[src/rtl/wb_regfile_pkg.sv]
// Shared widths, constants and helpers for the register file and scoreboard.
// Optional REGFILE_BYPASS_EN forwards the retiring write to the read ports.
package wb_regfile_pkg;
   localparam int RegBus     = 32;
   localparam int RegAddrBus = 5;
   localparam int RegNum     = 32;
   localparam int CntW       = 2;

   localparam logic [RegAddrBus-1:0] NOPRegAddr   = '0;
   localparam logic [RegBus-1:0]     ZeroWord     = '0;
   localparam logic                  WriteEnable  = 1'b1;
   localparam logic                  WriteDisable = 1'b0;
   localparam logic [CntW-1:0]       CntMax       = '1;

   typedef logic [RegBus-1:0]     reg_t;
   typedef logic [RegAddrBus-1:0] addr_t;
   typedef logic [CntW-1:0]       cnt_t;

   // A write only counts when it targets a real register; r0 is hardwired.
   function automatic logic is_wr(input logic en, input addr_t a);
      return (en == WriteEnable) && (a != NOPRegAddr);
   endfunction

   function automatic reg_t rd_mux(input logic re, input addr_t a, input reg_t arr_val,
                                   input logic hit, input reg_t wdata);
      if (!re || a == NOPRegAddr) return ZeroWord;
      if (hit) return wdata;
      return arr_val;
   endfunction
endpackage

[src/rtl/wb_scoreboard.sv]
// Per-register in-flight write counters, sticky over/underflow flag and the
// decode stall request derived from them.
module wb_scoreboard
   import wb_regfile_pkg::*;
(
   input  logic                  clk,
   input  logic                  rst,
   input  logic                  i_iss_valid,
   input  logic                  i_iss_wreg,
   input  logic [RegAddrBus-1:0] i_iss_wd,
   input  logic                  i_wb_wreg,
   input  logic [RegAddrBus-1:0] i_wb_wd,
   input  logic                  i_flush,
   input  logic                  i_re1,
   input  logic [RegAddrBus-1:0] i_raddr1,
   input  logic                  i_re2,
   input  logic [RegAddrBus-1:0] i_raddr2,
   output logic                  o_stallreq,
   output logic                  o_sb_err
);
   cnt_t              r_cnt [RegNum];
   logic              r_sb_err;
   logic              w_inc;
   logic              w_dec;
   logic [RegNum-1:0] w_inc_vec;
   logic [RegNum-1:0] w_dec_vec;
   logic              w_pend1;
   logic              w_pend2;

   assign w_inc     = i_iss_valid && is_wr(i_iss_wreg, i_iss_wd);
   assign w_dec     = is_wr(i_wb_wreg, i_wb_wd);
   assign w_inc_vec = w_inc ? (RegNum'(1) << i_iss_wd) : '0;
   assign w_dec_vec = w_dec ? (RegNum'(1) << i_wb_wd) : '0;

   always_ff @(posedge clk) begin
      if (rst || i_flush) begin
         for (int i = 0; i < RegNum; i++) r_cnt[i] <= '0;
         if (rst) r_sb_err <= 1'b0;
      end else begin
         // Saturate rather than wrap so a broken pipeline never unblocks a hazard.
         for (int i = 1; i < RegNum; i++) begin
            if (w_inc_vec[i] && !w_dec_vec[i]) begin
               if (r_cnt[i] == CntMax) r_sb_err <= 1'b1;
               else                    r_cnt[i] <= r_cnt[i] + 1'b1;
            end else if (w_dec_vec[i] && !w_inc_vec[i]) begin
               if (r_cnt[i] == '0) r_sb_err <= 1'b1;
               else                r_cnt[i] <= r_cnt[i] - 1'b1;
            end
         end
      end
   end

`ifdef REGFILE_BYPASS_EN
   // The write retiring this cycle is forwarded, so it no longer blocks.
   logic w_ret1;
   logic w_ret2;
   assign w_ret1  = w_dec && (i_wb_wd == i_raddr1);
   assign w_ret2  = w_dec && (i_wb_wd == i_raddr2);
   assign w_pend1 = r_cnt[i_raddr1] > cnt_t'(w_ret1);
   assign w_pend2 = r_cnt[i_raddr2] > cnt_t'(w_ret2);
`else
   assign w_pend1 = r_cnt[i_raddr1] != '0;
   assign w_pend2 = r_cnt[i_raddr2] != '0;
`endif

   assign o_stallreq = (i_re1 && i_raddr1 != NOPRegAddr && w_pend1) ||
                       (i_re2 && i_raddr2 != NOPRegAddr && w_pend2);
   assign o_sb_err   = r_sb_err;
endmodule

[src/rtl/wb_regfile.sv]
// 32x32 register file with two combinational read ports and write-back
// scoreboard. Define REGFILE_BYPASS_EN to forward write-back data to reads.
module wb_regfile
   import wb_regfile_pkg::*;
(
   input  logic                  clk,
   input  logic                  rst,
   input  logic                  i_wb_wreg,
   input  logic [RegAddrBus-1:0] i_wb_wd,
   input  logic [RegBus-1:0]     i_wb_wdata,
   input  logic                  i_re1,
   input  logic                  i_re2,
   input  logic [RegAddrBus-1:0] i_raddr1,
   input  logic [RegAddrBus-1:0] i_raddr2,
   output logic [RegBus-1:0]     o_rdata1,
   output logic [RegBus-1:0]     o_rdata2,
   input  logic                  i_iss_valid,
   input  logic                  i_iss_wreg,
   input  logic [RegAddrBus-1:0] i_iss_wd,
   input  logic                  i_flush,
   output logic                  o_stallreq,
   output logic                  o_sb_err
);
   reg_t r_regs [RegNum];
   logic w_wr;
   logic w_hit1;
   logic w_hit2;

   assign w_wr = is_wr(i_wb_wreg, i_wb_wd);

   // Array writes are independent of scoreboard state, including during flush.
   always_ff @(posedge clk) begin
      if (rst) begin
         for (int i = 0; i < RegNum; i++) r_regs[i] <= ZeroWord;
      end else if (w_wr) begin
         r_regs[i_wb_wd] <= i_wb_wdata;
      end
   end

`ifdef REGFILE_BYPASS_EN
   assign w_hit1 = w_wr && (i_wb_wd == i_raddr1);
   assign w_hit2 = w_wr && (i_wb_wd == i_raddr2);
`else
   assign w_hit1 = 1'b0;
   assign w_hit2 = 1'b0;
`endif

   assign o_rdata1 = rd_mux(i_re1, i_raddr1, r_regs[i_raddr1], w_hit1, i_wb_wdata);
   assign o_rdata2 = rd_mux(i_re2, i_raddr2, r_regs[i_raddr2], w_hit2, i_wb_wdata);

   wb_scoreboard u_sb (
      .clk         (clk),
      .rst         (rst),
      .i_iss_valid (i_iss_valid),
      .i_iss_wreg  (i_iss_wreg),
      .i_iss_wd    (i_iss_wd),
      .i_wb_wreg   (i_wb_wreg),
      .i_wb_wd     (i_wb_wd),
      .i_flush     (i_flush),
      .i_re1       (i_re1),
      .i_raddr1    (i_raddr1),
      .i_re2       (i_re2),
      .i_raddr2    (i_raddr2),
      .o_stallreq  (o_stallreq),
      .o_sb_err    (o_sb_err)
   );
endmodule

[config.mk]
export PLATFORM = sky130hd
export DESIGN_NAME = wb_regfile
export DESIGN_NICKNAME = d
export VERILOG_FILES = /design/src/rtl/wb_regfile_pkg.sv /design/src/rtl/wb_scoreboard.sv /design/src/rtl/wb_regfile.sv
export SDC_FILE = /design/constraint.sdc
export NUM_CORES = 2
export LEC_CHECK = 0
export BUFFER_PORTS_ARGS = -buffer_cell sky130_fd_sc_hd__buf_2
export CORE_AREA = 2 2 411 372
export DETAILED_ROUTE_END_ITERATION = 6
export DIE_AREA = 0 0 413 374
export GPL_TIMING_DRIVEN = 0
export PLACE_DENSITY_LB_ADDON = 0.2
export SKIP_CTS_REPAIR_TIMING = 1
export SLEW_MARGIN = 25
export SYNTH_ARGS = -nofsm -noshare
export SYNTH_HDL_FRONTEND = slang
export SYNTH_SLANG_ARGS = --single-unit
export TNS_END_PERCENT = 30
[constraint.sdc]
create_clock -name clk -period 2.1 [get_ports clk]
set_input_delay 0.105 -clock clk [delete_from_list [all_inputs] [get_ports clk]]
set_output_delay 0.105 -clock clk [all_outputs]
set_load 0.01 [all_outputs]
==> impl_metrics.py <==
metrics = {
    "placed_design": {
        "gp_congestion": 0.962,
        "port_buffers": 115,
        "detailedPlacementHpwl_um": 154000,
        "dp_cells": 6028,
    },
    "clock_tree": {
        "path_clk_slew_ps": 60,
        "max-clock-path-buffers": 3,
        "cts_tree": "done",
        "cts_made_buffers": 130,
        "number_of_levels_the_h_tree_was_split_into": 4,
        "insertion_delay_ps": 780,
        "clock_root_buffer": "sky130_fd_sc_hd__clkbuf_16",
        "cts_sinks": 1087,
    },
    "logic_synthesis": {
        "syn-cell-area_mm2": 0.0598,
        "ys.flop_type": "sky130_fd_sc_hd__edfxtp_1",
        "ys_seq_area_share_pct": 54.6,
        "ys.warnings.count": 0,
        "avgSynthCellArea_um2": 15.3,
        "async_flop_share_pct": 0,
        "synth_enable_flop_cells": 1087,
        "syn_inst": 3894,
        "netlist-cell-type-count": 64,
        "ys_seq_elements": 1087,
    },
    "sta": {
        "fin_crit_sh_pct": 143,
        "setup_viol": 164,
        "fin_skew_ps": 16.2,
        "slew_headroom_pct": 21.4,
        "final_period_minus_worst_setup_slack_ps": 3010,
        "fin_hold_viols": 0,
        "tightestPinTransition_ps": 1180,
        "rsz0062_at_grt": "true",
        "post-route-worst-setup-slack_ps": -911,
        "fmax_mhz": 332,
        "final-max-slew-violation-count": 0,
    },
    "finish": {
        "area.sequential_mm2": 0.0326,
        "post_route_cells_drive_above_1_share_pct": 29.8,
        "fin_nets": 4322,
        "area_growth_from_synthesis_to_final_layout_pct": 14.8,
        "multi_input_area_mm2": 0.0261,
        "final_core_utilization_pct": 45.7,
        "instances_no_fill": 6348,
        "final.fill_count": 13200,
        "most_common_cell_after_layout_fill_and_taps_aside": "sky130_fd_sc_hd__edfxtp_1",
        "final_cell_mix": "sky130_fd_sc_hd__edfxtp_1, sky130_fd_sc_hd__and2_1, sky130_fd_sc_hd__mux4_2",
    },
    "global_routing": {
        "grt_max_degree": 33,
        "global_routing_usage_on_met1_pct": 39.1,
        "globalRouteMet2Util_pct": 41.1,
        "number_of_global_route_vias_before_repair": 37200,
        "grt_first_pass_wirelength_um": 290000,
        "track_usage_pct": 27.5,
        "globalRoute.totalOverflow": 0,
        "grtUsageMet3_pct": 7.54,
        "grt_most_used_layer": "met2",
        "antenna_violations_before_repair": 12,
    },
    "floorplanning": {
        "ios": 126,
        "dieArea_mm2": 0.154,
        "fp-row-count": 135,
        "initial_utilization_pct": 39.8,
        "fp.dieH_um": 374,
        "fp.dieW_um": 413,
        "core_area_mm2": 0.150,
    },
    "setup_path": {
        "r2r-end": "u_sb.o_sb_err",
        "r2r_start": "u_sb.r_cnt[23][1]",
        "timing.reg2reg.worst_path_depth": 6,
        "cp_max_fo": 4,
        "required_ps": 2000,
        "critPathKind": "flip-flop to output port",
        "end_kind": "output port",
        "ff2ff_setup_slack_ps": 100,
        "cp-start-kind": "flip-flop",
        "worstPathArrival_ps": 2910,
    },
    "route": {
        "drt_pass1_iterations": 7,
        "route.antenna.remaining_nets": 0,
        "routedWlPerCell_um": 33.7,
        "route.detailed.drc": 8,
        "vias_per_cell": 6.09,
        "drtIter0Drc": 5275,
        "dr_total_vias": 38700,
        "routed_wl_um": 214000,
    },
    "pwr": {
        "power.density_mw_per_mm2": 803,
        "ir_worst_vdd_uv": 785,
        "static_leakage_nw": 23.2,
    },
    "hold_path": {
        "hold_class": "input port to flip-flop",
        "hold_path.startpoint": "i_flush",
        "hold_critical_path_endpoint": "u_sb.r_cnt[8][0]",
        "number_of_instances_on_the_worst_hold_path": 4,
    },
    "status": {
        "result_of_the_run": "finished, violations left",
        "failing_checks": "design-rule violations, negative setup slack",
    },
    "run": {
        "maxCapViolations": 0,
    },
}
## metal layers
layer | part of all wire (%) | vias up
met5 | 0 | -
met4 | 2.8 | 0
met3 | 11 | 305
met2 | 45 | 2198
met1 | 41 | 20400
li1 | - | 15800
## critical path, cell delays in order (launching register included)
cell and delay (ps):
sky130_fd_sc_hd__edfxtp_1 410, sky130_fd_sc_hd__nor2_1 170, sky130_fd_sc_hd__mux4_2 500, sky130_fd_sc_hd__mux4_2 470, sky130_fd_sc_hd__mux2_4 290, sky130_fd_sc_hd__o21ai_4 160
sky130_fd_sc_hd__buf_6 130
## synthesized netlist by cell type, types with 19 or more instances
| cell | count | area, µm² |
|---|---|---|
| sky130_fd_sc_hd__and2_1 | 1001 | 6260 |
| sky130_fd_sc_hd__a211oi_1 | 23 | 173 |
| sky130_fd_sc_hd__buf_2 | 85 | 425 |
| sky130_fd_sc_hd__nand2b_1 | 19 | 119 |
| sky130_fd_sc_hd__nor3_1 | 21 | 105 |
| sky130_fd_sc_hd__nand3_1 | 21 | 105 |
| sky130_fd_sc_hd__o21ai_0 | 25 | 125 |
| sky130_fd_sc_hd__clkbuf_1 | 292 | 1100 |
| sky130_fd_sc_hd__or2_2 | 20 | 125 |
| sky130_fd_sc_hd__nor2_1 | 200 | 751 |
| sky130_fd_sc_hd__nand3b_1 | 21 | 158 |
| sky130_fd_sc_hd__mux4_2 | 657 | 14800 |
| sky130_fd_sc_hd__nand2_1 | 99 | 372 |
| sky130_fd_sc_hd__a21oi_1 | 50 | 250 |
| sky130_fd_sc_hd__edfxtp_1 | 1087 | 32600 |
| sky130_fd_sc_hd__mux2i_1 | 71 | 711 |
## area by class of cell
type	count	share of cell area [%]
clock inverters	63	0.712
multi-input cells	2434	38.1
repair buffers	205	2.08
clock buffers	163	5.02
diodes	8	0.0292
plain buffers	396	2.80
flip-flops and latches	1087	47.6
inverters	6	0.0328
well taps	1986	3.62
## kinds of logic (layout without fill, tap and decap cells)
family / Yosys count / count (layout) / synth area share, %
and+or+nand+nor: 1484 / 1484 / 14.5
DFF: 1087 / 1087 / 54.6
muxes: 732 / 732 / 26.0
buffers and inverters: 404 / 833 / 2.75
AOI/OAI and AO/OA: 170 / 170 / 1.86
xor gates and xnor gates: 14 / 14 / 0.205
adders and majority gates: 2 / 2 / 0.0419
other: 1 / 40 / 0.00628
## stage by stage
step | hold slack, ps | instance area [µm²] | TNS [ps] | setup slack (ps) | power (mW)
2_1_floorplan | 282 | 59900 | 0 | 15.4 | 30.2
3_3_place_gp | 446 | 62900 | -2026630 | -2450 | 33.2
3_5_place_dp | 442 | 63200 | -1269550 | -1810 | 33.3
4_1_cts | -389 | 67100 | -119750 | -1840 | 54.6
5_1_grt | 16.6 | 68600 | -52090 | -960 | 56.3
6_report | 10.3 | 68600 | -54870 | -911 | 55.1
## power breakdown
part	switching, mW	internal, mW
Sequential	0.637	25.1
Combinational	4.44	3.23
Clock	9.50	12.1
## worst max path at each step
| stage | slack [ps] | to | startpoint | cells past startpoint |
|---|---|---|---|---|
| after floorplan | 20 | o_rdata1[10] | i_raddr1[0] | 6 |
| after global placement | -2450 | o_rdata2[0] | i_raddr2[1] | 8 |
| after detailed placement | -1810 | o_rdata2[19] | i_raddr2[1] | 8 |
| after CTS | -1840 | o_rdata2[19] | i_raddr2[1] | 8 |
| after global routing | -960 | o_stallreq | u_sb.r_cnt[28][1] | 6 |
| final | -910 | o_stallreq | u_sb.r_cnt[14][0] | 6 |
## flip-flops by register name, summed over array words and instances, names as in the netlist
name	count
r_regs	1024
u_sb.r_cnt	62
u_sb.o_sb_err	1
(Power assumes the default switching activity.)
